**src/rtl/vga_draw_arbiter.sv**
```systemverilog
// Round-robin arbiter sharing one VGA plot port between NUM_REQ start/done drawing engines.
// Optional watchdog on a granted operation: define VGA_ARB_WATCHDOG_EN (adds the wdog_err port).
module vga_draw_arbiter #(
  parameter int NUM_REQ     = 3,
  parameter int WDOG_CYCLES = 20000
) (
  input  logic                 clk,
  input  logic                 rst,
  input  logic [NUM_REQ-1:0]   req,
  output logic [NUM_REQ-1:0]   eng_start,
  input  logic [NUM_REQ-1:0]   eng_done,
  input  logic [8*NUM_REQ-1:0] eng_x,
  input  logic [7*NUM_REQ-1:0] eng_y,
  input  logic [3*NUM_REQ-1:0] eng_colour,
  input  logic [NUM_REQ-1:0]   eng_plot,
  output logic [NUM_REQ-1:0]   grant,
  output logic [NUM_REQ-1:0]   complete,
  output logic                 busy,
  output logic [7:0]           vga_x,
  output logic [6:0]           vga_y,
  output logic [2:0]           vga_colour,
  output logic                 vga_plot
`ifdef VGA_ARB_WATCHDOG_EN
  ,
  output logic                 wdog_err
`endif
);

  localparam int IDX_W = $clog2(NUM_REQ);

  typedef enum logic [1:0] {IDLE, RUN, RELEASE} state_t;

  state_t               state, state_n;
  logic [IDX_W-1:0]     last, last_n;
  logic [NUM_REQ-1:0]   grant_n, start_n, complete_n;
  logic                 found;
  logic [IDX_W-1:0]     pick;
  logic                 wdog_hit;

  // Rotating search: index last+1 has highest priority, last itself lowest.
  always_comb begin
    int idx;
    found = 1'b0;
    pick  = '0;
    idx   = 0;
    for (int off = 1; off <= NUM_REQ; off++) begin
      idx = (int'(last) + off) % NUM_REQ;
      if (!found && req[idx]) begin
        found = 1'b1;
        pick  = IDX_W'(idx);
      end
    end
  end

  // last doubles as the owner index while in RUN/RELEASE.
  always_comb begin
    state_n    = state;
    grant_n    = grant;
    start_n    = eng_start;
    complete_n = '0;
    last_n     = last;
    case (state)
      IDLE: begin
        if (found) begin
          state_n       = RUN;
          grant_n       = '0;
          grant_n[pick] = 1'b1;
          start_n       = '0;
          start_n[pick] = 1'b1;
          last_n        = pick;
        end
      end
      RUN: begin
        if (eng_done[last]) begin
          state_n          = RELEASE;
          start_n          = '0;
          complete_n[last] = 1'b1;
        end else if (wdog_hit) begin
          state_n = RELEASE;
          start_n = '0;
        end
      end
      RELEASE: begin
        if (!eng_done[last]) begin
          state_n = IDLE;
          grant_n = '0;
        end
      end
      default: begin
        state_n = IDLE;
        grant_n = '0;
        start_n = '0;
      end
    endcase
  end

  always_ff @(posedge clk) begin
    if (rst) begin
      state     <= IDLE;
      grant     <= '0;
      eng_start <= '0;
      complete  <= '0;
      last      <= IDX_W'(NUM_REQ - 1);
    end else begin
      state     <= state_n;
      grant     <= grant_n;
      eng_start <= start_n;
      complete  <= complete_n;
      last      <= last_n;
    end
  end

`ifdef VGA_ARB_WATCHDOG_EN
  logic [14:0] wdog_cnt;

  // Hit on the WDOG_CYCLES-th RUN cycle, so start stays high exactly WDOG_CYCLES cycles.
  assign wdog_hit = (state == RUN) && (wdog_cnt == 15'(WDOG_CYCLES - 1));

  always_ff @(posedge clk) begin
    if (rst) begin
      wdog_cnt <= '0;
      wdog_err <= 1'b0;
    end else begin
      if (state != RUN) wdog_cnt <= '0;
      else              wdog_cnt <= wdog_cnt + 15'd1;
      if (wdog_hit && !eng_done[last]) wdog_err <= 1'b1;
    end
  end
`else
  assign wdog_hit = 1'b0;
`endif

  assign busy = |grant;

  // Pixel path is purely combinational so the adapter sees the plot in the same cycle.
  always_comb begin
    vga_x      = '0;
    vga_y      = '0;
    vga_colour = '0;
    vga_plot   = 1'b0;
    if (!rst) begin
      for (int i = 0; i < NUM_REQ; i++) begin
        if (grant[i]) begin
          vga_x      = vga_x      | eng_x[8*i +: 8];
          vga_y      = vga_y      | eng_y[7*i +: 7];
          vga_colour = vga_colour | eng_colour[3*i +: 3];
          vga_plot   = vga_plot   | eng_plot[i];
        end
      end
    end
  end

endmodule

```
**config.mk**
```make
export PLATFORM = sky130hd
export DESIGN_NAME = vga_draw_arbiter
export DESIGN_NICKNAME = d
export VERILOG_FILES = /design/src/rtl/vga_draw_arbiter.sv
export SDC_FILE = /design/constraint.sdc
export NUM_CORES = 1
export LEC_CHECK = 0
export ABC_AREA = 1
export BUFFER_PORTS_ARGS = -buffer_cell sky130_fd_sc_hd__buf_2
export CAP_MARGIN = 20
export CORE_MARGIN = 1.5
export CORE_UTILIZATION = 42
export CTS_BUF_LIST = sky130_fd_sc_hd__clkbuf_4 sky130_fd_sc_hd__clkbuf_8
export CTS_CLUSTER_DIAMETER = 60
export DETAILED_ROUTE_END_ITERATION = 10
export GPL_ROUTABILITY_DRIVEN = 0
export GPL_TIMING_DRIVEN = 0
export PLACE_DENSITY = 0.92
export SLEW_MARGIN = 25
export SYNTH_ARGS = -nofsm -noshare
export SYNTH_HDL_FRONTEND = slang
export SYNTH_SLANG_ARGS = --single-unit
```
**constraint.sdc**
```tcl
create_clock -name clk -period 1.82 [get_ports clk]
set_input_delay 0 -clock clk [delete_from_list [all_inputs] [get_ports clk]]
set_output_delay 0 -clock clk [all_outputs]
set_load 0.02 [all_outputs]
```
; ---- Word level (Yosys, flattened, before mapping)
; Index checks and enable logic that the tools add are counted.
[totals]
in_bits = 65
out_inout_bits = 29
word_cells = 101
reg_bits = 13
[op_classes]
mux = 54
n_div = 3
bitwise = 11
n_lt_le_gt_ge = 7
n_reduce_logical = 13
add_sub_neg = 3
n_eq_ne = 5
[op_table]
columns = cell, n
row1 = $lt A32 B4 Y1 const B, 3
row2 = $mod A32 B3 Y32 const B, 3
row3 = $mux W8, 6
row4 = $mux W7, 6
row5 = $mux W3, 9
row6 = $mux W1, 18
row7 = $pmux W3 S3, 2
row8 = $or A8 B8 Y8, 2
row9 = $or A7 B7 Y7, 2
row10 = $mux W2, 6
row11 = $reduce_and A3 Y1, 3
row12 = $bmux W1 S2, 4
row13 = $add A2 B2 Y3 const B, 2
row14 = $lt A2 B3 Y1 const B, 2
row15 = $ne A2 B2 Y1 const B, 3
row16 = $or A3 B3 Y3, 2
row17 = $pmux W2 S3, 1
row18 = $reduce_or A3 Y1, 2
row19 = $demux W1 S2, 2
row20 = $ge A2 B1 Y1 const B, 2
row21 = $logic_and A1 B1 Y1, 4
row22 = $add A2 B1 Y3 const B, 1
row23 = $not A1 Y1, 3
row24 = $eq A2 B1 Y1 const B, 1
row25 = 5 further kinds, 7

; ---- Longest topological paths before layout
; Gate-level depths: netlist of the first run.
[logic_depth]
word_depth = 18
mapped_depth = 14
depth_no_buf = 13

; ---- Worst setup path after synthesis of the first run
; No wires, ideal clock.
[synth_path]
path_type = flip-flop to flip-flop
from = reg last[0]
to = reg grant[0]
n_path_buf = 0
synth_period_minus_slack_ns = 1.599
setup_ns = 0.112
arrival_time_ns = 1.487
t_required_ns = 1.708
setup_slack_ns = 0.221
stages_incl_launch_ff = 14
cell_sequence = dfxtp_1 inv_2 ha_1 inv_2 nand2_2 nand3_2 nand2_4 nand2_4 nor2_4 nand2_2 nand2_2 nand2_1 nand2_1 nor2_1
[synth_between]
elab_chain_cells = 18
word_cells_on_any_way = 37
classes_between = 3 x add/sub / 3 x div / 2 x order compare / 2 x eq/ne / 21 x mux / 6 x reduce/logical
[synth_lines]
columns = item, line
row1 = start: declaration, 34  ; logic [IDX_W-1:0] last, last_n;
row2 = start signal: assignment, 103  ; last <= IDX_W'(NUM_REQ - 1);
row3 = start signal: assignment, 109  ; last <= last_n;
row4 = $add A2 B1 Y3, 47  ; idx = (int'(last) + off) % NUM_REQ;
row5 = $mod A32 B3 Y32, 47
row6 = $bmux W1 S2, 48  ; if (!found && req[idx]) begin
row7 = $mux W1 (not written as such) (2 in series), 48
row8 = $mux W1, 48
row9 = $logic_not A1 Y1, 48
row10 = $logic_and A1 B1 Y1, 48
row11 = $mux W1, 48
row12 = $logic_not A1 Y1, 48
row13 = $logic_and A1 B1 Y1, 48
row14 = $mux W2, 48
row15 = $lt A2 B3 Y1 (not written as such) or $ge A2 B1 Y1 (tied branches), 67  ; grant_n[pick] = 1'b1;
row16 = $logic_and A1 B1 Y1 (not written as such), 67
row17 = $mux W1 (not written as such), 67
row18 = $demux W1 S2, 67
row19 = $mux W3, 64  ; if (found) begin
row20 = $pmux W3 S3, 62  ; case (state)
row21 = end signal: assignment, 106  ; grant <= grant_n;
row22 = end: declaration, 16  ; output logic [NUM_REQ-1:0] grant,
; Parallel ways exist; a longest one is shown, timed or not. The select of a mux whose other input is x is not followed.
; A chain may end at the register's enable or synchronous reset.

; ---- Final worst setup path of the first run
; Same ends and word-level chain as after synthesis.

==> summary.md, run 1 <==
| Metric | Value |
|---|---|
| Number of DRC violations after detailed routing | `0` |
| Leakage power | `0.001204 uW` |
| Die height | `57.99 um` |
| Number of detailed-route iterations in the first pass | `6` |
| Final Max Tran Viols | `0` |
| Buffer depth of the longest clock path | `2` |
| Category of the worst setup path capture point | `flop` |
| Synth top area cells | `nand2_1, dfxtp_1, nand3_1` |
| Overall track demand over capacity in global routing | `0.2276` |
| Pwr per Cell Area | `1300 nW/um2` |
| Detailed-route via count | `1,786` |
| Sequential-to-total area share from yosys stat | `0.2049` |
| Status | `finished, final reports clean` |
| Mapped Avg Cell Area | `5.336 um2` |
| Ant diodes | `0` |
| TritonCTS clock tree | `built` |
| CTS Buf Count | `3` |
| Per-cell via count in the routed design | `4.866` |
| Relative slew margins | `0.7140` |
| Via count of the first global-routing pass | `1,500` |
| Transition at the pin with the smallest max-transition slack | `429.0 ps` |
| Post-Route WL | `3845 um` |
| Share of the synthesized area in the top cell type | `0.3251` |
| Final period util | `0.9208` |
| Maximum level of the CTS H-tree | `1` |
| Die boundary width | `57.99 um` |
| Leading cell type in the layout, fill and taps excluded | `nand2_1` |
| Final clock skew | `1.177 ps` |
| HP Class | `in2reg` |
| Reg2Reg Setup Slack | `140 ps` |
| Count of buffers from port buffering | `93` |
| Pin count of the biggest net entering global routing | `11` |
| Number of hold-slack violations in the final timing report | `0` |
| Highest clock frequency the design can meet | `596.7 MHz` |
| Routed wire length per instance | `10.48 um` |
| Crit start category | `flop` |
| Commonest cells after routing, fill and taps aside | `nand2_1, buf_2, nand3_1, inv_1, nor2_1` |
| Initial antenna violation count | `0` |
| Final global-route overflow total | `0` |
| Setup_tns | `0 ps` |
| Cell at the root of the clock tree | `clkbuf_4` |
| Register clock-pin slew on the reported worst setup and hold paths | `70 ps` |
| Multi-input combinational cell area | `869.6 um2` |
| Synthesized flop and latch total | `13` |
| Area enclosed by the die boundary | `3363 um2` |
| Net count after synthesis | `307` |
| Shortest clock period the worst path allows after layout | `1676 ps` |
| Cell count after synthesis | `238` |
| Register cell area after layout | `262.8 um2` |
| Wire length of the first global-routing pass | `6216 um` |
| Worst-Skew Late Latency | `280 ps` |
| Area growth from synthesis to final layout | `45.42%` |
| Max-cap viol count | `0` |
| Synth area leader | `nand2_1` |
| Core outline area | `2805 um2` |
| Number of I/O pins | `94` |
| Arrival time reported for the critical path endpoint | `1900 ps` |
| Core utilization of the finished layout | `0.6583` |
| Number of filler instances in the final layout | `284` |
| Sinks on Clock Net | `13` |
| Share of cells above drive strength 1 | `0.3601` |
| Critical Path RT | `2040 ps` |
| Net total in the final layout | `406` |
| Setup repair after global routing missed its margin | `no` |
| Count of standard-cell rows | `19` |
| Initial core utilization | `0.4527` |
| Detailed Place HPWL | `3000 um` |
| Type of the worst setup path | `reg2reg` |
| Max FO, Critical Path | `8` |
| Finish-stage setup viols | `0` |
| Initial detailed-routing violation count | `117` |
| Post-route antenna net violation count | `0` |
| Number of distinct library cells after synthesis | `21` |
| Number of buffers inserted by post-CTS setup repair | `0` |
| Number of warnings printed during yosys synthesis | `0` |
| Peak VDD IR | `0.7899 mV` |
| Cell Area, Synth | `1270 um2` |
-- final timing paths --
| path | start | to | depth (start not counted) |
|---|---|---|---|
| hold / removal | eng_done[1] | state[0] | 4 |
| hold reg to reg | eng_start[1] | eng_start[1] | 2 |
| setup reg to reg | last[0] | grant[0] | 12 |
| setup / recovery | last[0] | grant[0] | 12 |
-- logic make-up (layout without fill, tap and decap cells) --
family,after synthesis,in the layout,share of synthesized area
AO/OA/AOI/OAI,10,10,0.04532
AND/OR/NAND/NOR,168,168,0.5783
flip-flops,13,13,0.2049
buffers and inverters,43,141,0.1320
adder cells (fa/ha/maj),4,4,0.03941
-- registers in the layout, summed over array words and instances, names as in the netlist --
name,count
state,2
eng_start,3
grant,3
last,2
complete,3
-- metal layers --
layer	vias to the layer above	track usage	share of wire
met5	-	0	0
met4	0	0.04319	0.0094
met3	5	0.06250	0.071
met2	71	0.3912	0.50
met1	787	0.2867	0.42
li1	923	-	-
-- per-stage QoR --
stage / hold WS (ps) / cells / worst slack [ps] / cell area, um2 / total power [uW]
2_1_floorplan: 69.07 / 238 / 221.1 / 1270 / 1677
3_3_place_gp: 250.9 / 362 / 65.42 / 1774 / 2068
3_5_place_dp: 259.1 / 362 / 24.89 / 1774 / 2102
4_1_cts: 177.5 / 367 / 3.189 / 1814 / 2300
5_1_grt: 263.5 / 367 / 12.74 / 1847 / 2638
6_report: 230.2 / 367 / 144.1 / 1847 / 2401
-- cell usage after synthesis --
cell type  count
nand3_1       29
nand3_2        2
nand4_1        2
buf_4          1
nand2_4        2
buf_2          2
o21ai_1        1
a21oi_1        6
ha_1           4
a31oi_1        1
o21ai_2        1
dfxtp_1       13
nand2_2        5
o211ai_1       1
nand3b_1       2
nand2_1      110
clkbuf_1       6
nor2_1        14
inv_1         30
nor2_4         2
inv_2          4
-- layout make-up --
class	instances	share of cell area
clock buffers	4	0.01626
inverters	34	0.07046
plain buffers	9	0.02168
repair buffers	94	0.2575
well taps	31	0.02100
multi-input cells	182	0.4709
flip-flops and latches	13	0.1423
-- report_power, final --
group	leakage [uW]	internal (uW)	switching, uW
clock network	0.0000184	100	91.4
registers	0.000107	372	65.9
logic	0.00108	628	1140
total	0.00120	1100	1300
-- worst max-delay path, stage by stage (launching register included) --
cell and delay, ps:
dfxtp_2 360, inv_2 80, ha_1 200, buf_4 160
inv_4 70, nand2_1 50, nand3_1 80, nand2_2 90
nand4_1 140, nand3_1 80, nor2_1 180, nor2_1 60
nor2_1 80
-- timing repair --
item,4_1_cts,5_1_grt
gates resized for setup,0,9
setup endpoints to repair,0,8
hold buffers,1,0
hold endpoints to repair,6,0
Note: power is estimated with default switching activity, not from simulation.
==> run 2: changes to the inputs <==
--- a/config.mk
+++ b/config.mk
@@ -8,6 +8,7 @@
 export ABC_AREA = 1
 export BUFFER_PORTS_ARGS = -buffer_cell sky130_fd_sc_hd__buf_2
 export CAP_MARGIN = 20
+export CORE_ASPECT_RATIO = 1.25
 export CORE_MARGIN = 1.5
 export CORE_UTILIZATION = 42
 export CTS_BUF_LIST = sky130_fd_sc_hd__clkbuf_4 sky130_fd_sc_hd__clkbuf_8
==> summary.md, run 2 (same netlist as run 1, synthesis figures left out) <==
| Metric | Value |
|---|---|
| CTS Buf Count | `3 (unchanged)` |
| Cell with the largest stage delay on the worst path | `dfxtp_4 (was dfxtp_2)` |
| PnR Total Power | `2375 uW (was 2401 uW)` |
| Final Max Tran Viols | `0 (unchanged)` |
| Shortest clock period the worst path allows after layout | `1685 ps (was 1676 ps)` |
| Ant diodes | `0 (unchanged)` |
| Hold path startpoint | `eng_done[1] (unchanged)` |
| Number of cell instances on the worst register-to-register path | `14 (was 12)` |
| Switching power of the nets | `1282 uW (was 1300 uW)` |
| Setup repair after global routing missed its margin | `yes (was no)` |
| Initial core utilization | `0.4352 (was 0.4527)` |
| Final global-route overflow total | `0 (unchanged)` |
| Maximum level of the CTS H-tree | `1 (unchanged)` |
| Post-Route WL | `3866 um (was 3845 um)` |
| Status | `finished, final reports clean (unchanged)` |
| Max-cap viol count | `0 (unchanged)` |
| Register clock-pin slew on the reported worst setup and hold paths | `80 ps (was 70 ps)` |
| Count of buffers from port buffering | `93 (unchanged)` |
| R2R Path Start | `last[0] (unchanged)` |
| Number of hold-slack violations in the final timing report | `0 (unchanged)` |
| Area enclosed by the die boundary | `3365 um2 (was 3363 um2)` |
| Per-cell via count in the routed design | `4.718 (was 4.866)` |
| Number of cells on the worst hold path | `4 (unchanged)` |
| Net total in the final layout | `406 (unchanged)` |
| Overall track demand over capacity in global routing | `0.2220 (was 0.2276)` |
| Initial detailed-routing violation count | `55 (was 117)` |
| Final clock skew | `6.300 ps (was 1.177 ps)` |
| Transition at the pin with the smallest max-transition slack | `450.5 ps (was 429.0 ps)` |
| Detailed-route via count | `1,755 (was 1,786)` |
| End of the worst hold path | `state[0] (unchanged)` |
| Worst slack at placement | `37.54 ps (was 24.89 ps)` |
| Final period util | `0.9257 (was 0.9208)` |
| Combinational group share of total power | `0.734 (was 0.738)` |
| Initial antenna violation count | `0 (unchanged)` |
| Switching share of total power | `0.5398 (was 0.5415)` |
| Sinks on Clock Net | `13 (unchanged)` |
| Pwr per Cell Area | `1281 nW/um2 (was 1300 nW/um2)` |
| Share of total power in the clock network | `0.081 (was 0.080)` |
| Area growth from synthesis to final layout | `46.01% (was 45.42%)` |
| Core outline area | `2918 um2 (was 2805 um2)` |
| Placed Instances | `367 (was 362)` |
| Registers with the highest flip-flop counts | `complete (3), eng_start (3), grant (3) (unchanged)` |
| Arrival time reported for the critical path endpoint | `1870 ps (was 1900 ps)` |
| TritonCTS clock tree | `built (unchanged)` |
| Number of filler instances in the final layout | `303 (was 284)` |
| Reg2Reg Setup Slack | `140 ps (about the same)` |
| Worst reg2reg path endpoint | `grant[0] (unchanged)` |
| Number of detailed-route iterations in the first pass | `4 (was 6)` |
| Critical Path RT | `2000 ps (was 2040 ps)` |
| Post-route antenna net violation count | `0 (unchanged)` |
| Pin count of the biggest net entering global routing | `11 (unchanged)` |
| Number of I/O pins | `94 (unchanged)` |
| Share of cells above drive strength 1 | `0.3631 (was 0.3601)` |
| Detailed Place HPWL | `3005 um (was 3000 um)` |
| Worst Slack Setup Final | `135.2 ps (was 144.1 ps)` |
| Number of DRC violations after detailed routing | `0 (unchanged)` |
| Die height | `64.48 um (was 57.99 um)` |
| Die boundary width | `52.19 um (was 57.99 um)` |
| Wire length of the first global-routing pass | `5934 um (was 6216 um)` |
| Leading cell type in the layout, fill and taps excluded | `nand2_1 (unchanged)` |
| Setup_tns | `0 ps (unchanged)` |
| Worst-Skew Late Latency | `280 ps (about the same)` |
| Routed wire length per instance | `10.39 um (was 10.48 um)` |
| Int Power | `1093 uW (was 1101 uW)` |
| Longest individual stage delay on the worst path | `360 ps (about the same)` |
| Final cell count without fillers | `372 (was 367)` |
| Worst hold-check slack | `200.1 ps (was 230.2 ps)` |
| Cell at the root of the clock tree | `clkbuf_4 (unchanged)` |
| Relative slew margins | `0.6997 (was 0.7140)` |
| Buffer depth of the longest clock path | `2 (unchanged)` |
| Finish-stage setup viols | `0 (unchanged)` |
| Type of the worst setup path | `reg2reg (unchanged)` |
| Category of the worst setup path capture point | `flop (unchanged)` |
| Max FO, Critical Path | `8 (unchanged)` |
| Crit start category | `flop (unchanged)` |
| Peak VDD IR | `0.9610 mV (was 0.7899 mV)` |
| Highest clock frequency the design can meet | `593.5 MHz (was 596.7 MHz)` |
| Count of standard-cell rows | `22 (was 19)` |
| Ordered cell list for the critical path | `inv_2 -> ha_1 -> buf_4 -> inv_2 -> nand2_1 -> nand3_1 -> nand2_2 -> nand2_4 -> nor2_4 -> nand2_2 -> nand2_2 -> nand2_1 -> nand2_1 -> nor2_1 (was inv_2 -> ha_1 -> buf_4 -> inv_4 -> nand2_1 -> nand3_1 -> nand2_2 -> nand4_1 -> nand3_1 -> nor2_1 -> nor2_1 -> nor2_1)` |
| Commonest cells after routing, fill and taps aside | `nand2_1, buf_2, nand3_1, inv_1, nor2_1 (unchanged)` |
| Via count of the first global-routing pass | `1,505 (was 1,500)` |
| Part of the total power dissipated in sequential elements | `0.185 (was 0.182)` |
| Leakage power | `0.001199 uW (was 0.001204 uW)` |
| HP Class | `in2reg (unchanged)` |
==> run 2: changes by cell type in the layout (fill, tap and decap cells not counted) <==
| cell | delta |
|---|---|
| nand2_2 | +2 |
| a31oi_1 | -1 |
| a31oi_2 | +1 |
| dfxtp_2 | -1 |
| dfxtp_4 | +1 |
| inv_2 | +1 |
| inv_4 | -1 |
| nand2_1 | -1 |
| nand2_4 | -1 |
| nor2_1 | +1 |
| nor2_2 | -1 |
==> run 2: cell type report <==
class                      count  area (um2)  share of cell area
inverter                      34       127.6             0.06883
clock buffer                   4       30.03             0.01619
multi-input combinational    182       870.8              0.4696
tap                           36       45.04             0.02429
buffer                         9       40.04             0.02159
sequential                    13       265.3              0.1430
timing repair buffer          94       475.5              0.2564
==> run 2: worst max-delay path by stage <==
stage             from      endpoint  slack [ps]  depth (start not counted)
2_1_floorplan  last[0]      grant[0]         220                         13
3_3_place_gp   last[1]      grant[1]          80                         12
3_5_place_dp   last[0]  eng_start[0]          40                         13
4_1_cts        last[1]      grant[1]          10                         12
5_1_grt        last[0]  eng_start[0]         -20                         14
6_report       last[0]      grant[0]         140                         14
==> run 2: per-layer routing <==
layer,vias up,global-route usage,share of wire
li1,922,-,-
met2,80,0.4225,0.50
met3,8,0.03687,0.090
met1,745,0.2248,0.38
met4,0,0.1058,0.025
met5,-,0,0
==> run 2: repair_timing <==
item | in CTS | in global routing
setup buffers | 0 | 0
gates resized for setup | 0 | 9
hold buffers | 1 | 0
endpoints found under the setup margin | 0 | 8
endpoints found under the hold margin | 6 | 0
==> run 2: critical path, delay by kind of cell (launching register included) <==
kind	cells	cell delay (ps)
adder cells (fa/ha/maj)	1	160
AND/OR/NAND/NOR	10	750
flip-flops	1	360
buffers and inverters	3	320
==> run 2: power groups by stage <==
stage                     Clock, uW  Sequential (uW)  Combinational [uW]
after floorplan                   0              488                1190
after global placement            0              433                1640
after global routing            211              452                1970
after CTS                       196              434                1680
after detailed placement          0              440                1670
final                           192              439                1740
==> run 2: through the flow <==
step	utilization	instance area, um2
after floorplan	-	1270
after global placement	0.6102	1780
after detailed placement	0.6102	1780
after CTS	0.6239	1821
after global routing	0.6355	1854
final	0.6355	1854
==> run 3: changes to the inputs <==
--- a/config.mk
+++ b/config.mk
@@ -10,13 +10,13 @@
 export CAP_MARGIN = 20
 export CORE_ASPECT_RATIO = 1.25
 export CORE_MARGIN = 1.5
-export CORE_UTILIZATION = 42
+export CORE_UTILIZATION = 35
 export CTS_BUF_LIST = sky130_fd_sc_hd__clkbuf_4 sky130_fd_sc_hd__clkbuf_8
 export CTS_CLUSTER_DIAMETER = 60
 export DETAILED_ROUTE_END_ITERATION = 10
 export GPL_ROUTABILITY_DRIVEN = 0
 export GPL_TIMING_DRIVEN = 0
-export PLACE_DENSITY = 0.92
+export PLACE_DENSITY = 0.8
 export SLEW_MARGIN = 25
 export SYNTH_ARGS = -nofsm -noshare
 export SYNTH_HDL_FRONTEND = slang
==> summary.md, run 3 (same netlist as run 1, synthesis figures left out) <==
| Metric | Value |
|---|---|
| Status | `finished, final reports clean (unchanged)` |
| Share of cells above drive strength 1 | `0.3612 (was 0.3631)` |
| Routed wire length per instance | `10.43 um (was 10.39 um)` |
| Ant diodes | `0 (unchanged)` |
| Hold path startpoint | `rst (was eng_done[1])` |
| Final Max Tran Viols | `0 (unchanged)` |
| Wire length of the first global-routing pass | `6354 um (was 5934 um)` |
| Peak VDD IR | `0.8210 mV (was 0.9610 mV)` |
| Register clock-pin slew on the reported worst setup and hold paths | `50 ps (was 80 ps)` |
| Initial antenna violation count | `0 (unchanged)` |
| Commonest cells after routing, fill and taps aside | `nand2_1, buf_2, inv_1 (was nand2_1, buf_2, nand3_1, inv_1, nor2_1)` |
| Post-Route WL | `3902 um (was 3866 um)` |
| PnR Total Power | `2473 uW (was 2375 uW)` |
| Sinks on Clock Net | `13 (unchanged)` |
| Core outline area | `3483 um2 (was 2918 um2)` |
| Type of the worst setup path | `reg2reg (unchanged)` |
| Leading cell type in the layout, fill and taps excluded | `nand2_1 (unchanged)` |
| Worst slack at placement | `3.213 ps (was 37.54 ps)` |
| Met1 Resource Use GR | `0.2142 (was 0.2248)` |
| R2R Path Start | `last[1] (was last[0])` |
| Cell at the root of the clock tree | `clkbuf_8 (was clkbuf_4)` |
| Reg2Reg Setup Slack | `140 ps (about the same)` |
| Highest clock frequency the design can meet | `595.3 MHz (was 593.5 MHz)` |
| Cell with the largest stage delay on the worst path | `dfxtp_2 (was dfxtp_4)` |
| Count of buffers from port buffering | `93 (unchanged)` |
| Maximum level of the CTS H-tree | `1 (unchanged)` |
| Pin count of the biggest net entering global routing | `11 (unchanged)` |
| Number of cells on the worst hold path | `2 (was 4)` |
| Final global-route overflow total | `0 (unchanged)` |
| Number of filler instances in the final layout | `355 (was 303)` |
| Number of I/O pins | `94 (unchanged)` |
| Critical Path Most Common Cell | `nand2_4` |
| Most congested layer reported by global routing | `met2 (unchanged)` |
| Buffer depth of the longest clock path | `2 (unchanged)` |
| Die boundary width | `56.88 um (was 52.19 um)` |
| Worst-Skew Late Latency | `240 ps (was 280 ps)` |
| Transition at the pin with the smallest max-transition slack | `445.6 ps (was 450.5 ps)` |
| Ordered cell list for the critical path | `inv_1 -> ha_4 -> inv_2 -> nand2_2 -> nand3_2 -> nand2_4 -> nand2_4 -> nor2_4 -> nand2_4 -> nand2_2 -> nand2_1 -> nand2_1 -> nor2_1 (was inv_2 -> ha_1 -> buf_4 -> inv_2 -> nand2_1 -> nand3_1 -> nand2_2 -> nand2_4 -> nor2_4 -> nand2_2 -> nand2_2 -> nand2_1 -> nand2_1 -> nor2_1)` |
| Max-cap viol count | `0 (unchanged)` |
| Register cell area after layout | `265.3 um2 (unchanged)` |
| Relative slew margins | `0.7029 (was 0.6997)` |
| End of the worst hold path | `eng_start[2] (was state[0])` |
| Overall track demand over capacity in global routing | `0.1907 (was 0.2220)` |
| Area growth from synthesis to final layout | `47.59% (was 46.01%)` |
| CTS Buf Count | `3 (unchanged)` |
| Count of standard-cell rows | `24 (was 22)` |
| Finish-stage setup viols | `0 (unchanged)` |
| Final period util | `0.9230 (was 0.9257)` |
| Number of cell instances on the worst register-to-register path | `13 (was 14)` |
| Pwr per Cell Area | `1319 nW/um2 (was 1281 nW/um2)` |
| Leakage power | `0.001210 uW (was 0.001199 uW)` |
| Global routing usage on met2 | `0.3592 (was 0.4225)` |
| Net total in the final layout | `405 (was 406)` |
| Worst Slack Setup Final | `140.2 ps (was 135.2 ps)` |
| TritonCTS clock tree | `built (unchanged)` |
| Critical Path RT | `1960 ps (was 2000 ps)` |
| Crit start category | `flop (unchanged)` |
| Detailed Place HPWL | `3038 um (was 3005 um)` |
| Number of detailed-route iterations in the first pass | `4 (unchanged)` |
| Via count of the first global-routing pass | `1,533 (was 1,505)` |
| HP Class | `in2reg (unchanged)` |
| Shortest clock period the worst path allows after layout | `1680 ps (was 1685 ps)` |
| Category of the worst setup path capture point | `flop (unchanged)` |
| Initial detailed-routing violation count | `119 (was 55)` |
| Number of buffers inserted by post-CTS setup repair | `0 (unchanged)` |
| Post-route antenna net violation count | `0 (unchanged)` |
| Number of hold-slack violations in the final timing report | `0 (unchanged)` |
| Number of DRC violations after detailed routing | `0 (unchanged)` |
| Multi-input combinational cell area | `875.8 um2 (was 870.8 um2)` |
| Met3 capacity usage during global routing | `0.03333 (was 0.03687)` |
| Area enclosed by the die boundary | `4001 um2 (was 3365 um2)` |
| Max FO, Critical Path | `6 (was 8)` |
| Registers with the highest flip-flop counts | `complete (3), eng_start (3), grant (3) (unchanged)` |
| Die height | `70.35 um (was 64.48 um)` |
| Final clock skew | `0.6199 ps (was 6.300 ps)` |
| Longest individual stage delay on the worst path | `360 ps (about the same)` |
| Initial core utilization | `0.3646 (was 0.4352)` |
| Detailed-route via count | `1,748 (was 1,755)` |
| Arrival time reported for the critical path endpoint | `1820 ps (was 1870 ps)` |
| Per-cell via count in the routed design | `4.674 (was 4.718)` |
| Worst reg2reg path endpoint | `grant[0] (unchanged)` |
[run 3: worst max-delay path: cells and delay by family (launching register included)]
kind | cells | cell delay (ps)
buffers and inverters | 2 | 180
flip-flops | 1 | 360
adder cells (fa/ha/maj) | 1 | 320
AND/OR/NAND/NOR | 10 | 710
[run 3: how the worst max path moves through the flow]
stage	startpoint	end	cells after the start
2_1_floorplan	last[0]	grant[0]	13
3_3_place_gp	last[0]	grant[0]	13
3_5_place_dp	last[0]	eng_start[0]	13
4_1_cts	last[1]	last[0]	12
5_1_grt	last[0]	eng_start[0]	14
6_report	last[1]	grant[0]	13
[run 3: repair_timing]
action | 4_1_cts | 5_1_grt
setup endpoints to repair | 1 | 8
resized for setup | 2 | 8
hold buffers | 0 | 0
pin swaps | 0 | 1
[run 3: layout make-up]
type	count	share of cell area
Multi-Input combinational cell	182	0.4673
Buffer	9	0.02136
Tap cell	39	0.02603
Timing Repair Buffer	93	0.2483
Clock buffer	4	0.02603
Sequential cell	13	0.1415
Inverter	34	0.06943
[run 3: through the flow]
stage | TNS [ps] | hold slack, ps | util | instances | cell area, um2
5_1_grt | -7.380 | 16.66 | 0.5381 | 374 | 1874
6_report | 0 | 8.359 | 0.5381 | 374 | 1874
3_5_place_dp | 0 | 262.6 | 0.5122 | 370 | 1784
3_3_place_gp | 0 | 257.1 | 0.5122 | 370 | 1784
4_1_cts | 0 | 7.334 | 0.5273 | 374 | 1837
2_1_floorplan | 0 | 69.07 | - | 238 | 1270
[run 3: routing by layer]
| metal | vias to the layer above | wire length (um) | share of wire |
|---|---|---|---|
| met5 | - | 0 | 0 |
| met4 | 0 | 42 | 0.011 |
| met3 | 4 | 295 | 0.076 |
| met2 | 69 | 1995 | 0.51 |
| met1 | 757 | 1570 | 0.40 |
| li1 | 918 | - | - |
[run 3: power breakdown]
part / internal (uW) / switching [uW]
Combinational: 621 / 1140
Sequential: 374 / 64.6
Clock: 169 / 102
